<file path="config.mk">
export PLATFORM = sky130hd
export DESIGN_NAME = seq_borrow_select_subtractor
export DESIGN_NICKNAME = d
export VERILOG_FILES = /design/src/rtl/sub_pkg.sv /design/src/rtl/borrow_select_chunk.sv /design/src/rtl/seq_borrow_select_subtractor.sv
export SDC_FILE = /design/constraint.sdc
export NUM_CORES = 1
export LEC_CHECK = 0
export BUFFER_PORTS_ARGS = -buffer_cell sky130_fd_sc_hd__buf_2
export CORE_MARGIN = 2
export CORE_UTILIZATION = 35
export DETAILED_ROUTE_END_ITERATION = 7
export PLACE_DENSITY = 0.52
export RECOVER_POWER = 100
export SYNTH_ARGS = -nofsm -noshare
export SYNTH_HDL_FRONTEND = slang
export SYNTH_SLANG_ARGS = --single-unit
</file>
<file path="constraint.sdc">
create_clock -name clk -period 4.36 [get_ports clk]
set_input_delay 0.218 -clock clk [delete_from_list [all_inputs] [get_ports clk]]
set_output_delay 0.218 -clock clk [all_outputs]
set_load 0.02 [all_outputs]
</file>
<file path="src/rtl/sub_pkg.sv">
// sub_pkg: shared types and constants for the sequential borrow-select subtractor.
//   state_t   : FSM encoding {IDLE, RUN, DONE}
//   SUB_WIDTH : default operand/result width
//   SUB_CHUNK : default bits processed per RUN cycle
//   clog2     : ceiling log2, used to size the chunk index
package sub_pkg;

    typedef enum logic [1:0] {IDLE, RUN, DONE} state_t;

    localparam int SUB_WIDTH = 32;
    localparam int SUB_CHUNK = 8;

    function automatic int clog2(input int n);
        int r;
        r = 0;
        while ((1 << r) < n) r++;
        return r;
    endfunction

endpackage

</file>
<file path="src/rtl/borrow_select_chunk.sv">
// borrow_select_chunk: combinational CHUNK-bit subtract slice with borrow select.
//   a, b : chunk operands (minuend, subtrahend)
//   bin  : borrow into this chunk
//   diff : chunk difference
//   bout : borrow out of this chunk
module borrow_select_chunk
#(
    parameter int CHUNK = 8
)
(
    input  logic [CHUNK-1:0] a,
    input  logic [CHUNK-1:0] b,
    input  logic             bin,
    output logic [CHUNK-1:0] diff,
    output logic             bout
);

    logic [CHUNK:0] sub0;
    logic [CHUNK:0] sub1;

    // Both candidates are formed up front; the MSB of each is its borrow.
    assign sub0 = {1'b0, a} - {1'b0, b};
    assign sub1 = {1'b0, a} - {1'b0, b} - (CHUNK+1)'(1);

    assign {bout, diff} = bin ? sub1 : sub0;

endmodule

</file>
<file path="src/rtl/seq_borrow_select_subtractor.sv">
// seq_borrow_select_subtractor: multi-cycle unsigned D = A - B, CHUNK bits per clock, LSB first.
//   clk, rst             : clock, asynchronous active-high reset
//   in_valid, in_ready   : operand handshake (in_ready only in IDLE)
//   A, B                 : minuend, subtrahend
//   out_valid, out_ready : result handshake (out_valid only in DONE)
//   D, Bout              : difference mod 2^WIDTH, borrow (A < B)
//   Ovf                  : signed overflow, present only with SUB_SIGNED_OVF_EN defined
module seq_borrow_select_subtractor
    import sub_pkg::*;
#(
    parameter int WIDTH = SUB_WIDTH,
    parameter int CHUNK = SUB_CHUNK
)
(
    input  logic             clk,
    input  logic             rst,
    input  logic             in_valid,
    output logic             in_ready,
    input  logic [WIDTH-1:0] A,
    input  logic [WIDTH-1:0] B,
    output logic             out_valid,
    input  logic             out_ready,
    output logic [WIDTH-1:0] D,
    output logic             Bout
`ifdef SUB_SIGNED_OVF_EN
    ,
    output logic             Ovf
`endif
);

    localparam int NCHUNK = WIDTH / CHUNK;
    localparam int IW     = (clog2(NCHUNK) > 0) ? clog2(NCHUNK) : 1;

    state_t            state_q, state_d;
    logic [WIDTH-1:0]  a_q, a_d;
    logic [WIDTH-1:0]  b_q, b_d;
    logic [WIDTH-1:0]  d_q, d_d;
    logic              borrow_q, borrow_d;
    logic              bout_q, bout_d;
    logic [IW-1:0]     idx_q, idx_d;

    logic [CHUNK-1:0]  chunk_diff;
    logic              chunk_bout;
    logic              last;

    // One slice, walked across the latched operands by idx_q.
    borrow_select_chunk #(.CHUNK(CHUNK)) u_chunk (
        .a    (a_q[int'(idx_q)*CHUNK +: CHUNK]),
        .b    (b_q[int'(idx_q)*CHUNK +: CHUNK]),
        .bin  (borrow_q),
        .diff (chunk_diff),
        .bout (chunk_bout)
    );

    assign last = (idx_q == IW'(NCHUNK-1));

    always_comb begin
        state_d  = state_q;
        a_d      = a_q;
        b_d      = b_q;
        d_d      = d_q;
        borrow_d = borrow_q;
        bout_d   = bout_q;
        idx_d    = idx_q;
        case (state_q)
            IDLE: begin
                if (in_valid) begin
                    a_d      = A;
                    b_d      = B;
                    borrow_d = 1'b0;
                    idx_d    = '0;
                    state_d  = RUN;
                end
            end
            RUN: begin
                d_d[int'(idx_q)*CHUNK +: CHUNK] = chunk_diff;
                borrow_d = chunk_bout;
                idx_d    = idx_q + 1'b1;
                if (last) begin
                    bout_d  = chunk_bout;
                    idx_d   = '0;
                    state_d = DONE;
                end
            end
            DONE: begin
                if (out_ready) state_d = IDLE;
            end
            default: state_d = IDLE;
        endcase
    end

    always_ff @(posedge clk or posedge rst) begin
        if (rst) begin
            state_q  <= IDLE;
            a_q      <= '0;
            b_q      <= '0;
            d_q      <= '0;
            borrow_q <= 1'b0;
            bout_q   <= 1'b0;
            idx_q    <= '0;
        end else begin
            state_q  <= state_d;
            a_q      <= a_d;
            b_q      <= b_d;
            d_q      <= d_d;
            borrow_q <= borrow_d;
            bout_q   <= bout_d;
            idx_q    <= idx_d;
        end
    end

    assign in_ready  = (state_q == IDLE);
    assign out_valid = (state_q == DONE);
    assign D         = d_q;
    assign Bout      = bout_q;

`ifdef SUB_SIGNED_OVF_EN
    // Operands of differing sign overflow when the result sign departs from the minuend.
    assign Ovf = out_valid && (a_q[WIDTH-1] != b_q[WIDTH-1]) && (d_q[WIDTH-1] != a_q[WIDTH-1]);
`endif

endmodule

</file>
Word level (Yosys, flattened, before mapping). Index checks and enable logic that the tools add are counted.

Memory bits (read-only): 0. Bits of input ports: 68. Flip-flop bits (word level): 102. Memories: 0. Latch bits: 0. RAM bits: 0. Output and inout bits: 35.

Magnitude comparators: 0. Div/mod/pow operators: 0. $add $sub $neg: 4. Equality and inequality tests: 6. Reduce and logical (&&, ||, !) cells: 6. $mul: 0. Mux-type cells: 11. Bitwise logic cells: 0. Shift-type cells: 4.

Operators by type and width (number): 32-bit by 6-bit indexed part select with 8-bit output (2); 5-bit negator with 33-bit output (1); 8-bit by 33-bit variable shift with 32-bit output (first input constant) (1); 8-bit by 33-bit indexed part select with 32-bit output (1); 32-bit bitwise mux (1); 2-bit 2-to-1 mux (5); 9-bit 2-to-1 mux (1); 8-bit by 8-bit subtractor with 9-bit output (1); 9-bit by 1-bit subtractor with 9-bit output (second input constant) (1); 2-bit case mux with 3 select lines (1); 2-bit AND reduction (3); 2-bit equality test (second input constant) (2); 2-bit != test (second input constant) (2); 2-bit case mux with 2 select lines (1); 3-bit AND reduction (1); 2-bit by 1-bit adder with 2-bit output (second input constant) (1); 2-bit by 1-bit equality test with 1-bit output (second input constant) (1); 2-bit zero test (1); 2-bit by 1-bit != test with 1-bit output (second input constant) (1); 1-bit case mux with 2 select lines (1); 2-bit nonzero test (1); 1-bit 2-to-1 mux (1).

Logic depth before layout (Yosys ltp).
Word-level depth: 6. Mapped depth: 12. Gate-level depth less buffers: 11.

Modules after synthesis. Synthesis repeated with hierarchy kept, for this count alone.

Cell total of the unflattened synthesis: 407. Area total of the unflattened synthesis: 5280.1 µm².

By module, submodules not included: seq_borrow_select_subtractor (seq. area each 2552.4 µm², area an instance 4638.2 µm², instances 1, cells each 322); borrow_select_chunk (seq. area each 0.0 µm², area an instance 641.9 µm², instances 1, cells each 85).

Worst setup path before layout. OpenSTA, ideal clock, no wires.

Kind: reg2reg. Start: reg idx_q[1]. End: reg borrow_q. Path buffers: 2. Path slack: 0.905 ns. Cell stages (with the launch flop): 13. Period minus slack after synthesis: 3.455 ns. Data arrival time: 3.329 ns. Path through: dfrtp_1 clkbuf_1 clkbuf_1 mux4_2 ha_1 fa_1 ha_1 nand2_1 nor3b_2 mux2i_1 nor3_4 a311oi_1 a311o_1.

Cells in the longest elaborated chain, start to end: 5.

RTL lines: from (decl) (line seq_borrow_select_subtractor.sv:40) `logic [IW-1:0] idx_q, idx_d;`; from (signal assigned) (line seq_borrow_select_subtractor.sv:108) `idx_q <= idx_d;`; 32-bit by 6-bit indexed part select with 8-bit output, on equally long branches (line seq_borrow_select_subtractor.sv:48, seq_borrow_select_subtractor.sv:49); 8-bit by 8-bit subtractor with 9-bit output (*) (line borrow_select_chunk.sv:22, borrow_select_chunk.sv:23); 9-bit by 1-bit subtractor with 9-bit output (line borrow_select_chunk.sv:23) `assign sub1 = {1'b0, a} - {1'b0, b} - (CHUNK+1)'(1);`; 9-bit 2-to-1 mux (*) (line borrow_select_chunk.sv:25) `assign {bout, diff} = bin ? sub1 : sub0;`; 1-bit case mux with 2 select lines (*) (line seq_borrow_select_subtractor.sv:65) `case (state_q)`; to (signal assigned) (line seq_borrow_select_subtractor.sv:106) `borrow_q <= borrow_d;`; to (decl) (line seq_borrow_select_subtractor.sv:38) `logic borrow_q, borrow_d;`.

Every way passes the cells marked *; elsewhere a longest branch is shown, timed or not. A chain may end at the register's enable or synchronous reset.

Worst setup path after layout.
Start: reg idx_q[0]. End: reg d_q[31], in the netlist D[31].

Cells in the longest elaborated chain, start to end: 6.

RTL lines: 32-bit by 6-bit indexed part select with 8-bit output, on equally long branches (line seq_borrow_select_subtractor.sv:48, seq_borrow_select_subtractor.sv:49); 8-bit by 8-bit subtractor with 9-bit output (line borrow_select_chunk.sv:22, borrow_select_chunk.sv:23); 9-bit by 1-bit subtractor with 9-bit output (line borrow_select_chunk.sv:23); 9-bit 2-to-1 mux (line borrow_select_chunk.sv:25); 8-bit by 33-bit indexed part select with 32-bit output (line seq_borrow_select_subtractor.sv:76) `d_d[int'(idx_q)*CHUNK +: CHUNK] = chunk_diff;`; 32-bit bitwise mux (*) (line seq_borrow_select_subtractor.sv:76); to (signal assigned) (line seq_borrow_select_subtractor.sv:97) `d_q <= '0;`; to (signal assigned) (line seq_borrow_select_subtractor.sv:105) `d_q <= d_d;`; to (decl) (line seq_borrow_select_subtractor.sv:37) `logic [WIDTH-1:0] d_q, d_d;`.

Marks and branches as above.

==> impl_metrics.yaml <==
place:
  dpl.hpwl_um: 9320
  port_buffers: 102
  finalWeightedCongestion: 0.818
sta:
  max_slew_margin: -0.990
  grt_setup_unrepaired: "false"
  setup_viol: 0
  skew_ns: 0.00857
  tns_ns: 0
  hold_violations: 0
  max_freq_mhz: 268
  period_needed_ns: 3.74
  post-route-period-util: 0.857
  slew_viol_final: 131
  tightestPinTransition_ns: 2.98
setup_path:
  endpoint_kind: "flop"
  cp.depth: 9
  required_ns: 4.60
  rrSetupSlack_ns: 0.62
  reg2reg_to: "D[31]"
  r2r-start: "idx_q[0]"
  cp-start-kind: "flop"
  slowest_delay_ns: 0.71
  path_cells: "buf_4, mux4_2, ha_1, a21o_1, a221oi_1, o211ai_1, a21oi_1, a211o_1, nand3_1"
  endpoint: "D[31]"
  worstPathMaxFanout: 13
  crit_slowest_cell: "dfrtp_1"
  startpoint: "idx_q[0]"
  critPathKind: "reg2reg"
  cp_top_family: "compound AO/OA/AOI/OAI gates"
  path_buf_inv: 1
  rr_worst_depth: 9
  crit_arrival_ns: 3.98
yosys:
  syn_avg_cell_area_um2: 9.55
  synth_fa_ha_area_frac: 0.0417
  synthTopCellsByCount: "229 x nand2_1, 102 x dfrtp_1, 26 x o21ai_0, 17 x inv_1, 16 x mux4_2"
  synth_top_cell_by_area: "dfrtp_1"
  ys_seq_elements: 102
  synth_ff_type: "dfrtp_1"
  synth_simple_gate_area_frac: 0.229
  synth_mux_area_frac: 0.0783
  syn_inst: 522
  synth-xor-area-share: 0.0191
  synth-edff-count: 0
  synth.most_common_cell: "nand2_1"
  synth_cell_types: 50
  synth_nets: 606
  synth_compound_area_frac: 0.0876
  synth_top_family_by_area: "simple AND/OR/NAND/NOR gates"
  synth.cell_area_mm2: 0.00498
  ys_top_cells_by_area: "dfrtp_1 51%, nand2_1 17%, mux4_2 7.2%"
  ys_warn_count: 0
  synthArstFlopShare: 1.00
  synth_top_cell_area_share: 0.512
  ys_seq_area_frac: 0.512
job:
  drv_cap: 2
cells_and_area:
  layout-drive-gt1-share: 0.172
  final_nets: 702
  n_antenna_cell: 0
  area_growth_pct: 17.8
route:
  ant_nets: 0
  vias_per_cell: 4.94
  vias: 3963
  first_iter_violations: 166
  avgRoutedWirePerCell_um: 16.0
  dr.pass1.iters: 6
  route.detailed.drc: 0
  totalWireLength_um: 12800
grt:
  antenna_found_initial: 0
  grt_pass1_vias: 4060
  grt_pass1_wl_um: 20800
  grt_max_degree: 69
  grt_usage: 0.181
  grt.overflow.total: 0
die:
  num_rows: 43
  core-area_mm2: 0.0139
  io_pins: 103
  start_util: 0.359
  fp.dieH_um: 123
  die_width_um: 123
  die_area_mm2: 0.0152
cts:
  clock_sinks: 102
  cts_resized: 0
  cts_tree: "built"
  clkTransAtPathRegs_ns: 0.07
  cts-root-buf: "clkbuf_16"
  cts.path.max_buffers: 2
  post_cts_buffers: 0
  clk_latency_ns: 0.36
  htreeDepth: 3
  numCtsBuffers: 9
  cts_hold_buf: 0
worst_hold_path:
  min_from: "A[15]"
  hp-class: "in2reg"
outcome:
  status: "finished, violations left"
  violations: "max-capacitance violations, max-slew violations"
[worst min-delay path by stage]
| stage | endpoint | slack (ns) | cells after the start |
|---|---|---|---|
| 6_report | a_q[15] | 0.05 | 3 |
| 5_1_grt | b_q[10] | 0.05 | 3 |
| 4_1_cts | a_q[15] | 0.04 | 3 |
| 3_5_place_dp | a_q[15] | 0.41 | 3 |
| 3_3_place_gp | b_q[4] | 0.41 | 3 |
| 2_1_floorplan | a_q[0] | 0.32 | 2 |
[cells by family (layout without fill, tap and decap cells)]
family          after synthesis  count (layout)
compound gates               63              63
xor+xnor                     10              10
fa+ha+maj                    16              16
buf+inv                      40             140
flops                       102             102
mux                          19              19
simple gates                272             272
[cell usage in the layout, fill, tap and decap left out, types with 5 or more instances in the layout]
master,netlist,final
clkbuf_16,0,9
nand2_1,229,228
xor2_1,8,8
nand3_1,7,7
mux4_2,16,16
dfrtp_1,102,102
or3_1,5,5
a22o_1,8,8
a21oi_1,6,7
buf_2,3,67
clkbuf_1,11,38
ha_1,15,15
inv_1,17,16
a211o_1,5,5
o21ai_0,26,26
[registers in the layout, indices dropped and copies added, names as in the netlist]
| signal | count |
|---|---|
| b_q | 32 |
| a_q | 32 |
| state_q | 2 |
| Bout | 1 |
| idx_q | 2 |
| D | 32 |
| borrow_q | 1 |
[through the flow]
stage / hold slack [ns] / cell area [um^2] / setup WS [ns] / util / cells
floorplan: 0.323 / 4980 / 0.905 / - / 522
global placement: 0.409 / 5680 / 0.797 / 0.409 / 787
detailed placement: 0.412 / 5680 / 0.723 / 0.409 / 787
CTS: 0.0353 / 5940 / 0.704 / 0.428 / 802
global route: 0.0459 / 5870 / 0.315 / 0.423 / 802
finish: 0.0451 / 5870 / 0.623 / 0.423 / 802
[cell type report]
class	instances	area (um^2)
multi-input cells	380	2250
repair buffers	108	505
flip-flops and latches	102	2550
clock buffers	12	246
clock inverters	3	21.3
inverters	17	65.1
fillers	1433	8010
well taps	180	225
[tightest hold or removal path, delay by kind of cell]
kind                   cells  cell delay, ns
buffers and inverters      1            0.07
AND/OR/NAND/NOR            2            0.08
[per-layer routing]
metal	GRT usage	vias up	share of wire
li1	-	1944	-
met1	0.239	1906	0.47
met2	0.296	97	0.47
met3	0.0406	16	0.046
met4	0.0547	0	0.015
met5	0	-	0
Power is left out: the tool's default activity adds up to more than one toggle a clock period on the data nets, which glitch-free logic cannot reach.
